$ cat src/rtl/fifo_rd_pkg.sv
// ---------------------------------------------------------------------------
// fifo_rd_pkg
// Shared types and width helpers for the FIFO read-side stream master.
//   rd_state_e  : controller state (run, flush drain, flush tail)
//   cnt_width() : bits needed to index/count n items (at least 1)
// ---------------------------------------------------------------------------
package fifo_rd_pkg;

   typedef enum logic [1:0] {
      ST_RUN   = 2'd0,
      ST_FLUSH = 2'd1,
      ST_TAIL  = 2'd2
   } rd_state_e;

   // Bits to hold values 0..n-1; occupancy of a depth-D buffer uses cnt_width(D+1).
   function automatic int cnt_width(input int n);
      return (n < 2) ? 1 : $clog2(n);
   endfunction

endpackage

$ cat src/rtl/fifo_rd_buf.sv
// ---------------------------------------------------------------------------
// fifo_rd_buf
// Small circular prefetch buffer holding words already read from the FIFO.
// Ports:
//   clk, rst_n  : clock, asynchronous active-low reset
//   push        : write push_data at the tail
//   push_data   : word to store
//   pop         : advance the head
//   clr         : drop all contents (wins over push/pop)
//   head_data   : word at the head (zero after reset)
//   occ         : number of stored words
// The caller never pushes when full nor pops when empty.
// ---------------------------------------------------------------------------
module fifo_rd_buf
   import fifo_rd_pkg::*;
#(
   parameter int WIDTH     = 8,
   parameter int BUF_DEPTH = 3,
   localparam int PTR_W    = cnt_width(BUF_DEPTH),
   localparam int OCC_W    = cnt_width(BUF_DEPTH + 1)
) (
   input  logic             clk,
   input  logic             rst_n,
   input  logic             push,
   input  logic [WIDTH-1:0] push_data,
   input  logic             pop,
   input  logic             clr,
   output logic [WIDTH-1:0] head_data,
   output logic [OCC_W-1:0] occ
);

   logic [WIDTH-1:0] mem [BUF_DEPTH];
   logic [PTR_W-1:0] head_q;
   logic [PTR_W-1:0] tail_q;
   logic [OCC_W-1:0] occ_q;

   // Pointers wrap at BUF_DEPTH, which need not be a power of two.
   function automatic logic [PTR_W-1:0] ptr_inc(input logic [PTR_W-1:0] p);
      return (p == PTR_W'(BUF_DEPTH - 1)) ? '0 : p + 1'b1;
   endfunction

   always_ff @(posedge clk or negedge rst_n) begin
      if (!rst_n) begin
         for (int i = 0; i < BUF_DEPTH; i++) begin
            mem[i] <= '0;
         end
      end else if (push && !clr) begin
         mem[tail_q] <= push_data;
      end
   end

   always_ff @(posedge clk or negedge rst_n) begin
      if (!rst_n) begin
         head_q <= '0;
         tail_q <= '0;
         occ_q  <= '0;
      end else if (clr) begin
         head_q <= '0;
         tail_q <= '0;
         occ_q  <= '0;
      end else begin
         if (push) begin
            tail_q <= ptr_inc(tail_q);
         end
         if (pop) begin
            head_q <= ptr_inc(head_q);
         end
         case ({push, pop})
            2'b10:   occ_q <= occ_q + OCC_W'(1);
            2'b01:   occ_q <= occ_q - OCC_W'(1);
            default: occ_q <= occ_q;
         endcase
      end
   end

   assign head_data = mem[head_q];
   assign occ       = occ_q;

endmodule

$ cat src/rtl/fifo_rd_stream.sv
// ---------------------------------------------------------------------------
// fifo_rd_stream
// Read-side master for the synchronous FIFO. Issues read enables, absorbs the
// FIFO's one-cycle read latency in a prefetch buffer and presents the words as
// a valid/ready stream. out_ready never reaches fifo_rd_en combinationally:
// the read decision looks only at buffer occupancy plus the in-flight read.
// A flush pulse drops buffered words and drains the upstream FIFO.
//
// Optional feature macro: FIFO_RD_LAST_EN adds out_last and a beat counter
// that marks every BURST_LEN-th accepted beat.
//
// Ports:
//   clk, rst_n    : clock, asynchronous active-low reset
//   fifo_empty    : FIFO empty flag
//   fifo_rd_en    : FIFO read request
//   fifo_rd_data  : FIFO read data, valid the cycle after fifo_rd_en
//   flush         : single-cycle pulse, discard buffer and FIFO contents
//   out_valid     : stream valid
//   out_ready     : stream sink ready
//   out_data      : stream data (buffer head)
//   out_last      : last beat of a burst (FIFO_RD_LAST_EN only)
//   busy          : flush in progress
//
// state    | meaning
// ---------+---------------------------------------------------------------
// ST_RUN   | normal streaming; prefetch while room for buffered + in-flight
// ST_FLUSH | reading and discarding FIFO words until it reports empty
// ST_TAIL  | one cycle to discard the last in-flight word, then ST_RUN
// ---------------------------------------------------------------------------
module fifo_rd_stream
   import fifo_rd_pkg::*;
#(
   parameter int WIDTH     = 8,
   parameter int BUF_DEPTH = 3,
   parameter int BURST_LEN = 4
) (
   input  logic             clk,
   input  logic             rst_n,
   input  logic             fifo_empty,
   output logic             fifo_rd_en,
   input  logic [WIDTH-1:0] fifo_rd_data,
   input  logic             flush,
   output logic             out_valid,
   input  logic             out_ready,
   output logic [WIDTH-1:0] out_data,
`ifdef FIFO_RD_LAST_EN
   output logic             out_last,
`endif
   output logic             busy
);

   localparam int OCC_W = cnt_width(BUF_DEPTH + 1);
   localparam logic [OCC_W:0] DEPTH_V = (OCC_W + 1)'(BUF_DEPTH);

   if (BUF_DEPTH < 2) begin : g_bad_depth
      $error("fifo_rd_stream: BUF_DEPTH must be at least 2");
   end
   if (BURST_LEN < 1) begin : g_bad_burst
      $error("fifo_rd_stream: BURST_LEN must be at least 1");
   end

   rd_state_e        state_q;
   rd_state_e        state_d;
   logic             run_q;
   logic             pend_q;
   logic [OCC_W-1:0] occ;
   logic [OCC_W:0]   inflight;
   logic             buf_push;
   logic             buf_pop;
   logic             buf_clr;

   fifo_rd_buf #(
      .WIDTH     (WIDTH),
      .BUF_DEPTH (BUF_DEPTH)
   ) u_buf (
      .clk       (clk),
      .rst_n     (rst_n),
      .push      (buf_push),
      .push_data (fifo_rd_data),
      .pop       (buf_pop),
      .clr       (buf_clr),
      .head_data (out_data),
      .occ       (occ)
   );

   // Words already buffered plus the one landing this cycle.
   assign inflight = {1'b0, occ} + {{OCC_W{1'b0}}, pend_q};

   always_ff @(posedge clk or negedge rst_n) begin
      if (!rst_n) begin
         state_q <= ST_RUN;
         run_q   <= 1'b0;
         pend_q  <= 1'b0;
      end else begin
         state_q <= state_d;
         run_q   <= 1'b1;
         pend_q  <= fifo_rd_en;
      end
   end

   always_comb begin
      state_d    = state_q;
      fifo_rd_en = 1'b0;
      out_valid  = 1'b0;
      busy       = 1'b0;
      buf_push   = 1'b0;
      buf_pop    = 1'b0;
      buf_clr    = 1'b0;
      case (state_q)
         ST_RUN: begin
            out_valid  = (occ != '0);
            buf_pop    = out_valid && out_ready;
            fifo_rd_en = run_q && !fifo_empty && !flush && (inflight < DEPTH_V);
            if (flush) begin
               // The handshake of this cycle still completes; everything else,
               // including the word landing now, is dropped.
               buf_clr = 1'b1;
               state_d = ST_FLUSH;
            end else begin
               buf_push = pend_q;
            end
         end
         ST_FLUSH: begin
            busy       = 1'b1;
            fifo_rd_en = run_q && !fifo_empty;
            if (fifo_empty) begin
               state_d = ST_TAIL;
            end
         end
         ST_TAIL: begin
            busy    = 1'b1;
            state_d = ST_RUN;
         end
         default: begin
            state_d = ST_RUN;
         end
      endcase
   end

`ifdef FIFO_RD_LAST_EN
   localparam int CNT_W = cnt_width(BURST_LEN);
   localparam logic [CNT_W-1:0] CNT_LAST = CNT_W'(BURST_LEN - 1);

   logic [CNT_W-1:0] cnt_q;

   always_ff @(posedge clk or negedge rst_n) begin
      if (!rst_n) begin
         cnt_q <= '0;
      end else if ((state_q == ST_RUN) && flush) begin
         cnt_q <= '0;
      end else if (buf_pop) begin
         cnt_q <= (cnt_q == CNT_LAST) ? '0 : cnt_q + 1'b1;
      end
   end

   assign out_last = out_valid && (cnt_q == CNT_LAST);
`endif

endmodule

$ cat config.mk
export PLATFORM = sky130hd
export DESIGN_NAME = fifo_rd_stream
export DESIGN_NICKNAME = d
export VERILOG_FILES = /design/src/rtl/fifo_rd_pkg.sv /design/src/rtl/fifo_rd_buf.sv /design/src/rtl/fifo_rd_stream.sv
export SDC_FILE = /design/constraint.sdc
export NUM_CORES = 1
export LEC_CHECK = 0
export ABC_CLOCK_PERIOD_IN_PS = 4840
export CAP_MARGIN = 20
export CORE_UTILIZATION = 39
export CTS_CLUSTER_SIZE = 20
export DETAILED_ROUTE_END_ITERATION = 8
export MAX_ROUTING_LAYER = met4
export PLACE_DENSITY = 0.6
export SLEW_MARGIN = 20
export SYNTH_ARGS = -nofsm -noshare
export SYNTH_HDL_FRONTEND = slang
export SYNTH_HIERARCHICAL = 1
export SYNTH_SLANG_ARGS = --single-unit
$ cat constraint.sdc
create_clock -name clk -period 4.84 [get_ports clk]
set_clock_uncertainty 0.15 [all_clocks]
set_input_delay 1.452 -clock clk [delete_from_list [all_inputs] [get_ports clk]]
set_output_delay 1.452 -clock clk [all_outputs]
set_load 0.01 [all_outputs]
==> impl_metrics.yaml <==
floorplanning:
  dieWidth_um: 67.4
  die_area_um2: 4550
  die_height_um: 67.4
  core_area_um2: 4060
  io_pins: 24
  initial_core_util_pct: 41.2
  row_count: 23
timing:
  fmax_mhz: 214
  hold_viol: 0
  tns_ns: 0
  hold_ws_ns: 0.340
  setup_violations: 0
  period_share_pct: 96.5
  period_needed_ns: 4.67
  final_max_slew_viol_count: 0
  rsz0062_at_grt: "false"
  slew_headroom_pct: 49.1
  worstMarginPinSlew_ns: 0.762
placed_design:
  gp_congestion: 0.799
  portBuffers: 23
  dp_hpwl_um: 2180
  dp.cells: 203
power_and_ir_drop:
  irDropWorstVdd_v: 0.000200
  switchingPower_mw: 0.317
  combinationalPowerShare_pct: 37.4
  power_density_nw_per_um2: 486
  swShare_pct: 32.1
  p_int_mw: 0.670
  p_leak_nw: 0.893
  power_mw: 0.987
  p_clk_share_pct: 19.9
  power_frac_seq_pct: 42.7
job:
  timing.max_cap.violations: 0
layout:
  num_antenna_cells: 0
  final_cells: 210
  drive_gt1_share_pct: 25.0
  syn2layout_area_growth_pct: 21.6
  nNetsFinal: 178
grt:
  grtUsageTotal_pct: 17.8
  grt-ovfl-total: 0
  grt_pass1_vias: 1206
  grt_pass1_wl_um: 5560
  grt_max_degree: 35
  antenna_found_initial: 0
setup_path:
  ff2ff_setup_slack_ns: 2.26
  crit_type: "in -> out"
  r2r_cells: 7
  worst_ep_arrival_time_ns: 3.07
  timing.rr.end: "u_buf/mem[12]"
  critPathRequiredTime_ns: 3.24
  worstSetupStartpointType: "input port"
  cp-end-kind: "primary output"
  crit_path_max_fanout: 3
  rr_startpoint: "state_q[0]"
yosys:
  async_flop_share_pct: 100
  synth-seq-cells: 34
  yosys_warnings: 6
  synth.net_count: 151
  synth-edff-count: 0
  synth_flop_cell: "dfrtp_1"
  synthTopCellsByArea: "dfrtp_1 51%, mux2_2 16%, mux2i_1 6.6%, ha_1 3.7%, o21ai_0 2.7%"
  avgSynthCellArea_um2: 12.6
  synth_cell_types: 33
  netlist.area_leader.share_pct: 50.9
  synthCells: 133
  ys_seq_area_share_pct: 50.9
  synth_area_leader_cell: "dfrtp_1"
  synth_area_um2: 1670
worst_hold_path:
  worstHoldPathType: "reg -> reg"
  hold_end: "u_buf/mem[13]"
  hold_depth: 1
  hold_start: "u_buf/mem[13]"
clock_tree:
  numCtsBuffers: 5
  htree_num_levels: 2
  cts_tree: "done"
  clkTransAtPathRegs_ns: 0.07
  holdBufCountCts: 0
  ctsResizeCount: 0
  cts_setup_buffers: 0
  cts.sinks: 34
  clock_latency_ns: 0.28
  clockRootBuffer: "clkbuf_8"
  cts_buffer_depth: 2
route:
  detailroute.via_count: 1067
  first_pass_iters: 4
  drt_iter0_markers: 35
  detail-route-antenna-nets: 0
  drc_errors: 0
  avgViaCountPerCell: 5.08
  wl_per_cell_um: 15.4
  totalWireLength_um: 3230
outcome:
  outcome: "completed"
==> metrics by stage <==
step	util, %	setup slack (ns)	area [um^2]
4_1_cts	50.1	0.137	2030
6_report	50.1	0.170	2030
2_1_floorplan	-	1.13	1670
5_1_grt	50.1	0.0615	2030
3_5_place_dp	48.1	0.151	1950
3_3_place_gp	48.1	0.242	1950
==> sequential cells by signal, summed over array words and instances (netlist names) <==
signal        flops
u_buf/mem        24
run_q             1
state_q           2
u_buf/head_q      2
u_buf/occ         2
pend_q            1
u_buf/tail_q      2
==> layer usage <==
metal,vias to the layer above,global-route usage (%),share of wire (%)
li1,515,-,-
met1,531,21.2,46
met2,15,27.8,50
met3,6,4.05,2.5
met4,0,9.57,1.8
met5,-,-,0
==> cells by family after synthesis <==
logic type / synth area share (%)
other cells: 0.225
flops: 50.9
mux: 23.7
compound gates: 4.34
simple gates: 14.8
xor+xnor: 0.524
buf+inv: 1.72
fa+ha+maj: 3.75
==> critical path, stage by stage <==
cell	delay [ns]
clkdlybuf4s50_1	0.43
and2b_1	0.25
a31oi_1	0.10
nor3b_1	0.25
clkdlybuf4s50_1	0.59
==> synthesized netlist by cell type, drive strengths merged, types with 2 or more instances <==
master / number
and2: 4
buf: 2
clkbuf: 2
dfrtp: 34
ha: 5
inv: 3
mux2: 25
mux2i: 11
nand2: 9
nand2b: 2
nor2: 7
nor2b: 3
nor3: 3
nor3b: 5
o21ai: 9
==> how the worst max path moves through the flow <==
| stage | start | end | slack [ns] | depth (start not counted) |
|---|---|---|---|---|
| floorplan | flush | fifo_rd_en | 1.13 | 3 |
| global placement | flush | fifo_rd_en | 0.24 | 5 |
| detailed placement | flush | fifo_rd_en | 0.15 | 5 |
| CTS | flush | fifo_rd_en | 0.14 | 5 |
| global route | flush | fifo_rd_en | 0.06 | 5 |
| finish | flush | fifo_rd_en | 0.17 | 5 |
==> placed cells by master, fill, tap and decap left out, types with 2 or more instances in the layout <==
cell type / n
and2_1: 3
clkbuf_8: 5
clkdlybuf4s50_1: 23
clkinv_2: 2
dfrtp_1: 34
ha_1: 5
inv_1: 3
mux2_2: 23
mux2i_1: 11
nand2_1: 9
nor2_1: 6
nor3_1: 2
nor3b_1: 3
nor3b_4: 2
o21ai_0: 9
==> cell type report <==
cell class	instances	area, um^2
clock inverters	2	10.0
repair buffers	24	238
flip-flops and latches	34	851
multi-input cells	92	791
inverters	3	11.3
fillers	374	2030
well taps	50	62.6
clock buffers	5	68.8
==> power by group through the flow <==
| stage | registers (mW) | logic [mW] | clock network (mW) |
|---|---|---|---|
| after floorplan | 0.397 | 0.240 | 0 |
| after global placement | 0.421 | 0.362 | 0 |
| after detailed placement | 0.427 | 0.372 | 0 |
| after CTS | 0.422 | 0.374 | 0.205 |
| after global routing | 0.432 | 0.411 | 0.216 |
| final | 0.421 | 0.369 | 0.196 |
Power figures use the tool's default switching activity.
